===== src/rtl/data_axi_bridge_pkg.sv =====
// Shared constants for the data-side SRAM-to-AXI3 bridge.
// An instruction-side (read-only) bridge can import the same package.
package data_axi_bridge_pkg;

  typedef enum logic [2:0] {
    BR_IDLE    = 3'd0,
    BR_RD_ADDR = 3'd1,
    BR_RD_DATA = 3'd2,
    BR_WR_REQ  = 3'd3,
    BR_WR_RESP = 3'd4,
    BR_DONE    = 3'd5
  } br_state_e;

  localparam logic [2:0] AXI_SIZE_BYTE  = 3'b000;
  localparam logic [2:0] AXI_SIZE_HALF  = 3'b001;
  localparam logic [2:0] AXI_SIZE_WORD  = 3'b010;
  localparam logic [1:0] AXI_BURST_INCR = 2'b01;
  localparam logic [7:0] AXI_LEN_SINGLE = 8'd0;

  // Core size code to AXI size code; the unused code 3 maps to a word.
  function automatic logic [2:0] axi_size(input logic [1:0] size);
    case (size)
      2'd0:    axi_size = AXI_SIZE_BYTE;
      2'd1:    axi_size = AXI_SIZE_HALF;
      default: axi_size = AXI_SIZE_WORD;
    endcase
  endfunction

endpackage


===== src/rtl/data_axi_bridge_if.sv =====
// AXI3 channel bundle between the data bridge (master) and the crossbar (slave).
interface data_axi_bridge_if #(
  parameter int ADDR_W = 32,
  parameter int DATA_W = 32
);
  // read address
  logic [3:0]          arid;
  logic [ADDR_W-1:0]   araddr;
  logic [7:0]          arlen;
  logic [2:0]          arsize;
  logic [1:0]          arburst;
  logic                arvalid;
  logic                arready;
  // read data
  logic [3:0]          rid;
  logic [DATA_W-1:0]   rdata_axi;
  logic [1:0]          rresp;
  logic                rlast;
  logic                rvalid;
  logic                rready;
  // write address
  logic [3:0]          awid;
  logic [ADDR_W-1:0]   awaddr;
  logic [7:0]          awlen;
  logic [2:0]          awsize;
  logic [1:0]          awburst;
  logic                awvalid;
  logic                awready;
  // write data
  logic [3:0]          wid;
  logic [DATA_W-1:0]   wdata_axi;
  logic [DATA_W/8-1:0] wstrb_axi;
  logic                wlast;
  logic                wvalid;
  logic                wready;
  // write response
  logic [3:0]          bid;
  logic [1:0]          bresp;
  logic                bvalid;
  logic                bready;

  modport master (
    output arid, araddr, arlen, arsize, arburst, arvalid,
    input  arready,
    input  rid, rdata_axi, rresp, rlast, rvalid,
    output rready,
    output awid, awaddr, awlen, awsize, awburst, awvalid,
    input  awready,
    output wid, wdata_axi, wstrb_axi, wlast, wvalid,
    input  wready,
    input  bid, bresp, bvalid,
    output bready
  );

  modport slave (
    input  arid, araddr, arlen, arsize, arburst, arvalid,
    output arready,
    output rid, rdata_axi, rresp, rlast, rvalid,
    input  rready,
    input  awid, awaddr, awlen, awsize, awburst, awvalid,
    output awready,
    input  wid, wdata_axi, wstrb_axi, wlast, wvalid,
    output wready,
    output bid, bresp, bvalid,
    input  bready
  );
endinterface


===== src/rtl/data_axi_bridge.sv =====
// Data-side bridge: turns one SRAM-like request into a single-beat AXI3
// read or write, one transaction outstanding at a time.
module data_axi_bridge
  import data_axi_bridge_pkg::*;
#(
  parameter logic [3:0] AXI_ID = 4'd1,
  parameter int         ADDR_W = 32,
  parameter int         DATA_W = 32
) (
  input  logic                clk,
  input  logic                rst,
  input  logic                req,
  input  logic                wr,
  input  logic [1:0]          size,
  input  logic [ADDR_W-1:0]   addr,
  input  logic [DATA_W/8-1:0] wstrb,
  input  logic [DATA_W-1:0]   wdata,
  output logic                addr_ok,
  output logic                data_ok,
  output logic [DATA_W-1:0]   rdata,
  data_axi_bridge_if.master   axi
);

  br_state_e           state, next_state;
  logic [1:0]          lat_size;
  logic [ADDR_W-1:0]   lat_addr;
  logic [DATA_W/8-1:0] lat_wstrb;
  logic [DATA_W-1:0]   lat_wdata;
  logic                aw_done, w_done;
  logic                aw_hs, w_hs;

  // Response IDs/codes and rlast carry nothing this single-beat bridge acts on.
  logic unused_ok;
  assign unused_ok = ^{axi.rid, axi.rresp, axi.rlast, axi.bid, axi.bresp};

  assign aw_hs = axi.awvalid & axi.awready;
  assign w_hs  = axi.wvalid  & axi.wready;

  // State register.
  always_ff @(posedge clk) begin
    if (rst) state <= BR_IDLE;
    else     state <= next_state;
  end

  // Request latch, write-channel completion flags and read-data capture.
  // Direction is not latched: the state itself records read vs write.
  always_ff @(posedge clk) begin
    if (rst) begin
      lat_size  <= '0;
      lat_addr  <= '0;
      lat_wstrb <= '0;
      lat_wdata <= '0;
      aw_done   <= 1'b0;
      w_done    <= 1'b0;
      rdata     <= '0;
    end else begin
      if (addr_ok) begin
        lat_size  <= size;
        lat_addr  <= addr;
        lat_wstrb <= wstrb;
        lat_wdata <= wdata;
        aw_done   <= 1'b0;
        w_done    <= 1'b0;
      end else if (state == BR_WR_REQ) begin
        if (aw_hs) aw_done <= 1'b1;
        if (w_hs)  w_done  <= 1'b1;
      end
      if (state == BR_RD_DATA && axi.rvalid) rdata <= axi.rdata_axi;
    end
  end

  // Next-state logic; AW and W may finish in either order or together.
  always_comb begin
    next_state = state;
    case (state)
      BR_IDLE:    if (addr_ok) next_state = wr ? BR_WR_REQ : BR_RD_ADDR;
      BR_RD_ADDR: if (axi.arready) next_state = BR_RD_DATA;
      BR_RD_DATA: if (axi.rvalid) next_state = BR_DONE;
      BR_WR_REQ:  if ((aw_done | aw_hs) & (w_done | w_hs)) next_state = BR_WR_RESP;
      BR_WR_RESP: if (axi.bvalid) next_state = BR_DONE;
      BR_DONE:    next_state = BR_IDLE;
      default:    next_state = BR_IDLE;
    endcase
  end

  // Outputs decoded from state; payloads come from the latched request so
  // they stay stable while a valid waits for its ready.
  always_comb begin
    addr_ok       = req & ~rst & (state == BR_IDLE);
    data_ok       = (state == BR_DONE);
    axi.arid      = AXI_ID;
    axi.araddr    = lat_addr;
    axi.arlen     = AXI_LEN_SINGLE;
    axi.arsize    = axi_size(lat_size);
    axi.arburst   = AXI_BURST_INCR;
    axi.arvalid   = (state == BR_RD_ADDR);
    axi.rready    = (state == BR_RD_DATA);
    axi.awid      = AXI_ID;
    axi.awaddr    = lat_addr;
    axi.awlen     = AXI_LEN_SINGLE;
    axi.awsize    = axi_size(lat_size);
    axi.awburst   = AXI_BURST_INCR;
    axi.awvalid   = (state == BR_WR_REQ) & ~aw_done;
    axi.wid       = AXI_ID;
    axi.wdata_axi = lat_wdata;
    axi.wstrb_axi = lat_wstrb;
    axi.wlast     = 1'b1;
    axi.wvalid    = (state == BR_WR_REQ) & ~w_done;
    axi.bready    = (state == BR_WR_RESP);
  end

endmodule

===== src/flat_wrapper.sv =====
// flat-port wrapper written by rule: the top's interface ports become plain ports
module data_axi_bridge_flat import data_axi_bridge_pkg::*;
#(
  parameter logic [3:0] AXI_ID = 4'd1,
  parameter int         ADDR_W = 32,
  parameter int         DATA_W = 32
)
  (clk, rst, req, wr, size, addr, wstrb, wdata, addr_ok, data_ok, rdata, axi_arid, axi_araddr, axi_arlen, axi_arsize, axi_arburst, axi_arvalid, axi_arready, axi_rid, axi_rdata_axi, axi_rresp, axi_rlast, axi_rvalid, axi_rready, axi_awid, axi_awaddr, axi_awlen, axi_awsize, axi_awburst, axi_awvalid, axi_awready, axi_wid, axi_wdata_axi, axi_wstrb_axi, axi_wlast, axi_wvalid, axi_wready, axi_bid, axi_bresp, axi_bvalid, axi_bready);
  data_axi_bridge_if #(.ADDR_W(ADDR_W), .DATA_W(DATA_W)) axi_i ();
  input  logic clk;
  input  logic rst;
  input  logic req;
  input  logic wr;
  input  logic [1:0] size;
  input  logic [ADDR_W-1:0] addr;
  input  logic [DATA_W/8-1:0] wstrb;
  input  logic [DATA_W-1:0] wdata;
  output logic addr_ok;
  output logic data_ok;
  output logic [DATA_W-1:0] rdata;
  output wire logic [$bits(axi_i.arid)-1:0] axi_arid;
  output wire logic [$bits(axi_i.araddr)-1:0] axi_araddr;
  output wire logic [$bits(axi_i.arlen)-1:0] axi_arlen;
  output wire logic [$bits(axi_i.arsize)-1:0] axi_arsize;
  output wire logic [$bits(axi_i.arburst)-1:0] axi_arburst;
  output wire logic [$bits(axi_i.arvalid)-1:0] axi_arvalid;
  input wire logic [$bits(axi_i.arready)-1:0] axi_arready;
  input wire logic [$bits(axi_i.rid)-1:0] axi_rid;
  input wire logic [$bits(axi_i.rdata_axi)-1:0] axi_rdata_axi;
  input wire logic [$bits(axi_i.rresp)-1:0] axi_rresp;
  input wire logic [$bits(axi_i.rlast)-1:0] axi_rlast;
  input wire logic [$bits(axi_i.rvalid)-1:0] axi_rvalid;
  output wire logic [$bits(axi_i.rready)-1:0] axi_rready;
  output wire logic [$bits(axi_i.awid)-1:0] axi_awid;
  output wire logic [$bits(axi_i.awaddr)-1:0] axi_awaddr;
  output wire logic [$bits(axi_i.awlen)-1:0] axi_awlen;
  output wire logic [$bits(axi_i.awsize)-1:0] axi_awsize;
  output wire logic [$bits(axi_i.awburst)-1:0] axi_awburst;
  output wire logic [$bits(axi_i.awvalid)-1:0] axi_awvalid;
  input wire logic [$bits(axi_i.awready)-1:0] axi_awready;
  output wire logic [$bits(axi_i.wid)-1:0] axi_wid;
  output wire logic [$bits(axi_i.wdata_axi)-1:0] axi_wdata_axi;
  output wire logic [$bits(axi_i.wstrb_axi)-1:0] axi_wstrb_axi;
  output wire logic [$bits(axi_i.wlast)-1:0] axi_wlast;
  output wire logic [$bits(axi_i.wvalid)-1:0] axi_wvalid;
  input wire logic [$bits(axi_i.wready)-1:0] axi_wready;
  input wire logic [$bits(axi_i.bid)-1:0] axi_bid;
  input wire logic [$bits(axi_i.bresp)-1:0] axi_bresp;
  input wire logic [$bits(axi_i.bvalid)-1:0] axi_bvalid;
  output wire logic [$bits(axi_i.bready)-1:0] axi_bready;
  assign axi_arid = axi_i.arid;
  assign axi_araddr = axi_i.araddr;
  assign axi_arlen = axi_i.arlen;
  assign axi_arsize = axi_i.arsize;
  assign axi_arburst = axi_i.arburst;
  assign axi_arvalid = axi_i.arvalid;
  assign axi_i.arready = axi_arready;
  assign axi_i.rid = axi_rid;
  assign axi_i.rdata_axi = axi_rdata_axi;
  assign axi_i.rresp = axi_rresp;
  assign axi_i.rlast = axi_rlast;
  assign axi_i.rvalid = axi_rvalid;
  assign axi_rready = axi_i.rready;
  assign axi_awid = axi_i.awid;
  assign axi_awaddr = axi_i.awaddr;
  assign axi_awlen = axi_i.awlen;
  assign axi_awsize = axi_i.awsize;
  assign axi_awburst = axi_i.awburst;
  assign axi_awvalid = axi_i.awvalid;
  assign axi_i.awready = axi_awready;
  assign axi_wid = axi_i.wid;
  assign axi_wdata_axi = axi_i.wdata_axi;
  assign axi_wstrb_axi = axi_i.wstrb_axi;
  assign axi_wlast = axi_i.wlast;
  assign axi_wvalid = axi_i.wvalid;
  assign axi_i.wready = axi_wready;
  assign axi_i.bid = axi_bid;
  assign axi_i.bresp = axi_bresp;
  assign axi_i.bvalid = axi_bvalid;
  assign axi_bready = axi_i.bready;
  data_axi_bridge #(.AXI_ID(AXI_ID), .ADDR_W(ADDR_W), .DATA_W(DATA_W)) u_core (.clk(clk), .rst(rst), .req(req), .wr(wr), .size(size), .addr(addr), .wstrb(wstrb), .wdata(wdata), .addr_ok(addr_ok), .data_ok(data_ok), .rdata(rdata), .axi(axi_i));
endmodule

===== config.mk =====
export PLATFORM = sky130hd
export DESIGN_NAME = data_axi_bridge_flat
export DESIGN_NICKNAME = d
export VERILOG_FILES = /design/src/rtl/data_axi_bridge_pkg.sv /design/src/rtl/data_axi_bridge_if.sv /design/src/rtl/data_axi_bridge.sv /design/src/flat_wrapper.sv
export SDC_FILE = /design/constraint.sdc
export NUM_CORES = 1
export LEC_CHECK = 0
export CAP_MARGIN = 20
export CORE_ASPECT_RATIO = 0.7
export CORE_MARGIN = 3
export CORE_UTILIZATION = 39
export CTS_CLUSTER_DIAMETER = 150
export CTS_CLUSTER_SIZE = 14
export DETAILED_ROUTE_END_ITERATION = 12
export PLACE_DENSITY_LB_ADDON = 0.15
export SLEW_MARGIN = 20
export SYNTH_ARGS = -nofsm -noshare
export SYNTH_HDL_FRONTEND = slang
export SYNTH_SLANG_ARGS = --single-unit

===== constraint.sdc =====
create_clock -name clk -period 3.6 [get_ports clk]
set_clock_uncertainty 0.05 [all_clocks]
set_input_delay 1.08 -clock clk [delete_from_list [all_inputs] [get_ports clk]]
set_output_delay 1.08 -clock clk [all_outputs]
set_load 0.1 [all_outputs]

==> results of run 1 <==
-- metal layers --
layer	global-route usage	routed length, um	up-vias
met1	0.224	5480	1991
met2	0.343	6900	176
li1	-	-	2126
met5	0	0	-
met4	0.0496	202	0
met3	0.0787	1300	18
-- power groups by stage --
stage | logic, W | registers, W | clock network, W
CTS | 0.00175 | 0.00136 | 0.00104
finish | 0.00175 | 0.00136 | 0.00100
detailed placement | 0.00175 | 0.00138 | 0
global placement | 0.00174 | 0.00138 | 0
global route | 0.00180 | 0.00137 | 0.00107
floorplan | 0.000806 | 0.00201 | 0
-- layout by cell type (no fill, tap or decap), types with 2 or more instances in the layout --
master           Yosys  routed
clkbuf_16            0       9
a21oi_1             35      35
nor2_1               5       5
inv_1                2       2
o21ai_1             67      67
o21ai_0              3       3
nand2_1             65      65
buf_2               11       2
nand3_1             70      70
nor3_1               3       3
nor3b_2              0       2
clkbuf_8             0       2
dfxtp_1            107     107
clkdlybuf4s50_1      0     108
conb_1               2      35
clkinvlp_4           0       2
or2_2                2       2
nand2b_1            71      71
buf_4               74     148
-- state kept, by name, summed over array words and instances, names as in the netlist --
register and flops:
u_core.rdata 32, u_core.lat_size 2, u_core.aw_done 1, u_core.w_done 1
u_core.axi.araddr 32, u_core.axi.wstrb_axi 4, u_core.state 3, u_core.axi.wdata_axi 32
-- worst max-delay path, delay by kind of cell, from the launching register on --
family        cells  cell delay [ns]
flops             1             0.62
buf+inv           2             0.48
simple gates      2             0.44
-- cell families (layout without fill, tap and decap cells) --
logic type,Yosys count,count (layout),share of synthesized area
AOI/OAI and AO/OA,110,110,0.122
DFF,107,107,0.461
buffers and inverters,118,276,0.158
and+or+nand+nor,224,224,0.250
muxes,2,2,0.00727
other,2,35,0.00162
-- layout make-up --
type                    instances  area [sq um]  area share
repair buffers                259          2220       0.327
multi-input cells             371          1920       0.283
well taps                     153           191      0.0282
flip-flops and latches        107          2140       0.316
inverters                       2          7.51     0.00111
clock inverters                 4          50.0     0.00737
clock buffers                  11           253      0.0372
-- metrics by stage --
step                utilization  setup slack, ns  instances  area (sq um)
floorplan                     -            0.121        596          4780
global placement          0.572            0.740        892          6490
detailed placement        0.572            0.745        892          6490
CTS                       0.599            0.565        907          6790
global route              0.599            0.469        907          6790
finish                    0.599            0.595        907          6790
-- final timing paths --
check	from	cells after the start	end
worst min register to register	u_core.rdata[11]$_SDFFE_PP0P_	2	u_core.rdata[11]$_SDFFE_PP0P_
worst min-delay path	u_core.rdata[11]$_SDFFE_PP0P_	2	u_core.rdata[11]$_SDFFE_PP0P_
worst max register to register	u_core.state[1]$_SDFFE_PP0P_	4	u_core.axi.wdata_axi[0]$_SDFFE_PP0P_
worst max-delay path	u_core.state[0]$_SDFFE_PP0P_	4	axi_wvalid
==> results.md, run 1 <==
* Run status: finished, final reports clean
* Gate power share at 0.425
* Warnings from Yosys at 0
* Startpoint Class: register
* Hold Path Class: reg -> reg
* Sum Neg Setup Slack at 0 ns
* Final cycle utilization of the critical path at 0.835
* Rows at 32
* Antenna Violating Nets Remaining at 0
* CTS tree: yes
* Synthesized area at 0.00465 sq mm
* Routed vias at 4,311
* Post-synth ARST share at 0
* Final #Nets at 874
* CTS Buf Count at 9
* H-tree Lvls at 3
* Cell chain of the critical path: inv_1 > or2_2 > nor2_1 > buf_4
* GP Congestion at 0.725
* Leak at 2.81 nW
* Largest area contributor in the netlist: dfxtp_1
* Max Cap Violations at 0
* DP HPWL at 9.69 mm
* Sink Count at 107
* Initial core utilization at 0.410
* Hold Vio Cnt, Final at 0
* DR vias/cell at 4.75
* DR pass1 iterations at 4
* RSZ-0062 raised after global routing: false
* Iter 0 DRT Violations at 197
* EDFF count, synth at 0
* FILL cells at 996
* Max Clock Freq at 333 MHz
* I/O pin count at 302
* Area delta synth->final at 46.0%
* Pint at 0.00221 W
* Mean Syn Cell Area at 8.26 sq um
* Primary FF master, synth: dfxtp_1
* First-pass GRT wire length at 21.0 mm
* Post-synthesis register bit count at 107
* Cts hold-fix bufs at 0
* Crit-path max FO at 10
* Reg-to-reg slack, setup at 1.56 ns
* Largest net degree at the start of global routing at 108
* Post-route DRC violation count at 0
* Power share of the clock group at 0.244
* Critical Path AT at 1.87 ns
* Clk buf depth at 2
* Worst-Margin Slew at 0.946 ns
* Vias in the first global route at 4,041
* Slowest CP cell: dfxtp_1
* # setup viols final at 0
* Critical path endpoint category: primary output
* Total power draw at 0.00411 W
* IO Port Bufs at 253
* Post-synth top area share at 0.461
* Post CTS Setup Buffer Count at 0
* Fraction of final layout cells with drive strength greater than 1 at 0.232
* Average wire per standard cell at 15.3 um
* Diode count at 0
* Worst vdd ir at 0.326 mV
* Required time worst endpoint at 2.47 ns
* Post-Route WL at 13.9 mm
* Cells after synthesis at 563
* Post-synth top cells: dfxtp_1 (107), buf_4 (74), nand2b_1 (71), nand3_1 (70), o21ai_1 (67)
* Switch share at 0.461
* Slew headroom at 0.370
* Slew Limit Fails at 0
* Clk slew on worst S/H paths at 0.07 ns
* Die area at 0.0133 sq mm
* WS Path Type: reg -> out
* PwrDens at 605 mW/mm^2
* DIE WIDTH at 137 um
* CP peak stage delay at 0.62 ns
* Final Hold Slack at 0.407 ns
* Min Tclk post-route at 3.00 ns
* Most numerous cell in the Yosys netlist: dfxtp_1
* Core region area at 0.0113 sq mm
* Root buffer cell: clkbuf_16
* Post-cts resize count at 0
* Post-synthesis sequential area ratio at 0.461
* Area contributors post-synth: dfxtp_1 (46%), buf_4 (12%), nand2b_1 (9.6%), nand3_1 (7.5%), o21ai_1 (7.2%)
* Die Ht at 97.4 um
* Antenna violations before repair at 0
* Clk_lat worst skew at 0.34 ns
* Sequential power share at 0.331
* Total grt overflow at 0
* P_sw at 0.00189 W
* GR Util All Layers at 0.197
* Synth unique cells at 29
(Power assumes the default switching activity.)
==> run 2: changes to the inputs <==
--- a/config.mk
+++ b/config.mk
@@ -8,7 +8,7 @@
 export CAP_MARGIN = 20
 export CORE_ASPECT_RATIO = 0.7
 export CORE_MARGIN = 3
-export CORE_UTILIZATION = 39
+export CORE_UTILIZATION = 36
 export CTS_CLUSTER_DIAMETER = 150
 export CTS_CLUSTER_SIZE = 14
 export DETAILED_ROUTE_END_ITERATION = 12
==> constraint.sdc (replaced) <==
create_clock -name clk -period 2.83 [get_ports clk]
set_clock_uncertainty 0.05 [all_clocks]
set_input_delay 0.849 -clock clk [delete_from_list [all_inputs] [get_ports clk]]
set_output_delay 0.849 -clock clk [all_outputs]
set_load 0.1 [all_outputs]
==> results.md, run 2 (synthesis results as in run 1) <==
* Critical R2R Launch: u_core.state[2]$_SDFFE_PP0P_
* PwrDens at 761 mW/mm^2 (+26%)
* Clk_lat worst skew at 0.34 ns (about the same)
* Average wire per standard cell at 14.9 um (-2.4%)
* H-tree Lvls at 3 (unchanged)
* Slew Limit Fails at 0 (unchanged)
* Worst-Margin Slew at 0.982 ns (+0.0367 ns)
* Min Tclk post-route at 2.45 ns
* # setup viols final at 0 (unchanged)
* Hold depth at 2 (unchanged)
* Slowest CP cell: dfxtp_1
* Crit-path max FO at 3 (-7)
* Antenna violations before repair at 1 (+1)
* Fraction of final layout cells with drive strength greater than 1 at 0.239 (+0.00738)
* Required time worst endpoint at 1.93 ns (-0.54 ns)
* Antenna Violating Nets Remaining at 0 (unchanged)
* Run status: finished, final reports clean
* Hold Path Origin: u_core.rdata[27]$_SDFFE_PP0P_
* Max Clock Freq at 409 MHz
* Rows at 34 (+6.3%)
* Iter 0 DRT Violations at 189 (-4.1%)
* Leading cell types in the layout, fill and taps excluded: buf_4 (147), clkdlybuf4s50_1 (108), dfxtp_1 (107)
* WS Path Type: reg -> out
* Clk slew on worst S/H paths at 0.07 ns (about the same)
* WL met3 at 1.28 mm (-1.5%)
* Wl on met1 at 5.84 mm (+6.6%)
* CP peak stage delay at 0.31 ns (-0.31 ns)
* Routed vias at 4,284 (-0.63%)
* Root buffer cell: clkbuf_16
* Non-Filler Instances at 923 (+1.8%)
* Buf/Inv on CP at 1 (-1)
* Largest net degree at the start of global routing at 108 (unchanged)
* Final #Nets at 879 (+0.57%)
* Hold Path Class: reg -> reg
* CTS tree: yes
* Sink Count at 107 (unchanged)
* Initial core utilization at 0.372 (-0.0386)
* Critical Path AT at 1.55 ns (-0.32 ns)
* Fin worst setup slack at 0.384 ns (-0.211 ns)
* Most common cell after layout, fill and taps aside: buf_4
* Post-route DRC violation count at 0 (unchanged)
* GR Util All Layers at 0.185 (-0.0125)
* Layout Utilization at 0.553 (-0.0458)
* Final cycle utilization of the critical path at 0.864
* RSZ-0062 raised after global routing: false
* Cells after DPL at 906 (+1.6%)
* Clk buf depth at 2 (unchanged)
* DIE WIDTH at 142 um (+3.9%)
* Post CTS Setup Buffer Count at 0 (unchanged)
* Placed cell area at 0.00662 sq mm (+2.0%)
* Vias in the first global route at 4,082 (+1.0%)
* DR pass1 iterations at 5 (+1)
* Cts hold-fix bufs at 0 (unchanged)
* First-pass GRT wire length at 21.4 mm (+1.8%)
* DR vias/cell at 4.64 (-2.3%)
* WL met2 at 6.50 mm (-5.9%)
* Area delta synth->final at 48.8%
* Hold endpoint: u_core.rdata[27]$_SDFFE_PP0P_
* Critical path's top delay family: simple AND/OR/NAND/NOR gates
* Die area at 0.0143 sq mm (+7.9%)
* Final Hold Slack at 0.410 ns (+0.00312 ns)
* FILL cells at 1,164 (+17%)
* Leak at 2.86 nW (+1.6%)
* Worst vdd ir at 0.495 mV (+52%)
* Core region area at 0.0125 sq mm (+10%)
* Post-Route WL at 13.8 mm (-0.67%)
* DR top layer: met4
* Reg-to-reg slack, setup at 0.83 ns (-0.73 ns)
* CTS Buf Count at 9 (unchanged)
* IO Port Bufs at 253 (unchanged)
* Reg2Reg Depth at 5 (+1)
* Critical path endpoint category: primary output
* DP HPWL at 9.64 mm (-0.51%)
* Cell chain of the critical path: nand2b_1 > or2_2 > nor2_1 > buf_12
* I/O pin count at 302 (unchanged)
* Startpoint Class: register
* Worst flop-to-flop path endpoint: u_core.axi.wstrb_axi[3]$_SDFFE_PP0P_
* Hold Vio Cnt, Final at 0 (unchanged)
* Post-cts resize count at 0 (unchanged)
* Slew headroom at 0.345 (-0.0245)
* Total grt overflow at 0 (unchanged)
* GP Congestion at 0.768 (+5.9%)
* Max Cap Violations at 0 (unchanged)
* Final instance area at 0.00692 sq mm (+1.9%)
* Die Ht at 101 um (+3.8%)
* Worst slack, placed at 0.403 ns (-0.341 ns)
[run 2: worst max-delay path by stage]
stage                            startpoint  slack (ns)  cells after the start          end
6_report       u_core.state[2]$_SDFFE_PP0P_        0.38                      4  axi_awvalid
5_1_grt        u_core.state[2]$_SDFFE_PP0P_        0.30                      4   axi_wvalid
4_1_cts        u_core.state[2]$_SDFFE_PP0P_        0.36                      4  axi_awvalid
3_5_place_dp                            rst        0.40                      4      addr_ok
3_3_place_gp                            rst        0.42                      4      addr_ok
2_1_floorplan  u_core.state[2]$_SDFFE_PP0P_       -0.26                      4  axi_awvalid
[run 2: layout make-up]
cell class	count	area, sq um	share of cell area
multi-input cells	371	1930	0.279
clock inverters	5	60.1	0.00868
well taps	162	203	0.0293
clock buffers	11	243	0.0351
flip-flops and latches	107	2140	0.310
inverters	2	7.51	0.00108
repair buffers	264	2330	0.337
diodes	1	2.50	0.000362
[run 2: per-layer routing]
metal  vias to the layer above  global-route usage
met5                         -                   0
met4                         0              0.0516
met3                        12              0.0721
met2                       170               0.299
met1                      1970               0.230
li1                       2132                   -
[run 2: power by group]
part	internal, W	switching (W)	leakage [nW]	total, W
registers	0.00163	0.0000807	0.874	0.00171
logic	0.000484	0.00179	1.84	0.00227
clock network	0.000717	0.000568	0.147	0.00128
total	0.00283	0.00244	2.86	0.00527
[run 2: stage by stage]
| step | power [W] | TNS (ns) |
|---|---|---|
| detailed placement | 0.00403 | 0 |
| CTS | 0.00531 | 0 |
| floorplan | 0.00359 | -0.529 |
| global route | 0.00545 | 0 |
| global placement | 0.00401 | 0 |
| finish | 0.00527 | 0 |
[run 2: tightest hold or removal path: cells and delay by family (launching register included)]
kind / cells / cell delay, ns
AO/OA/AOI/OAI: 1 / 0.05
flip-flops: 1 / 0.31
AND/OR/NAND/NOR: 1 / 0.05
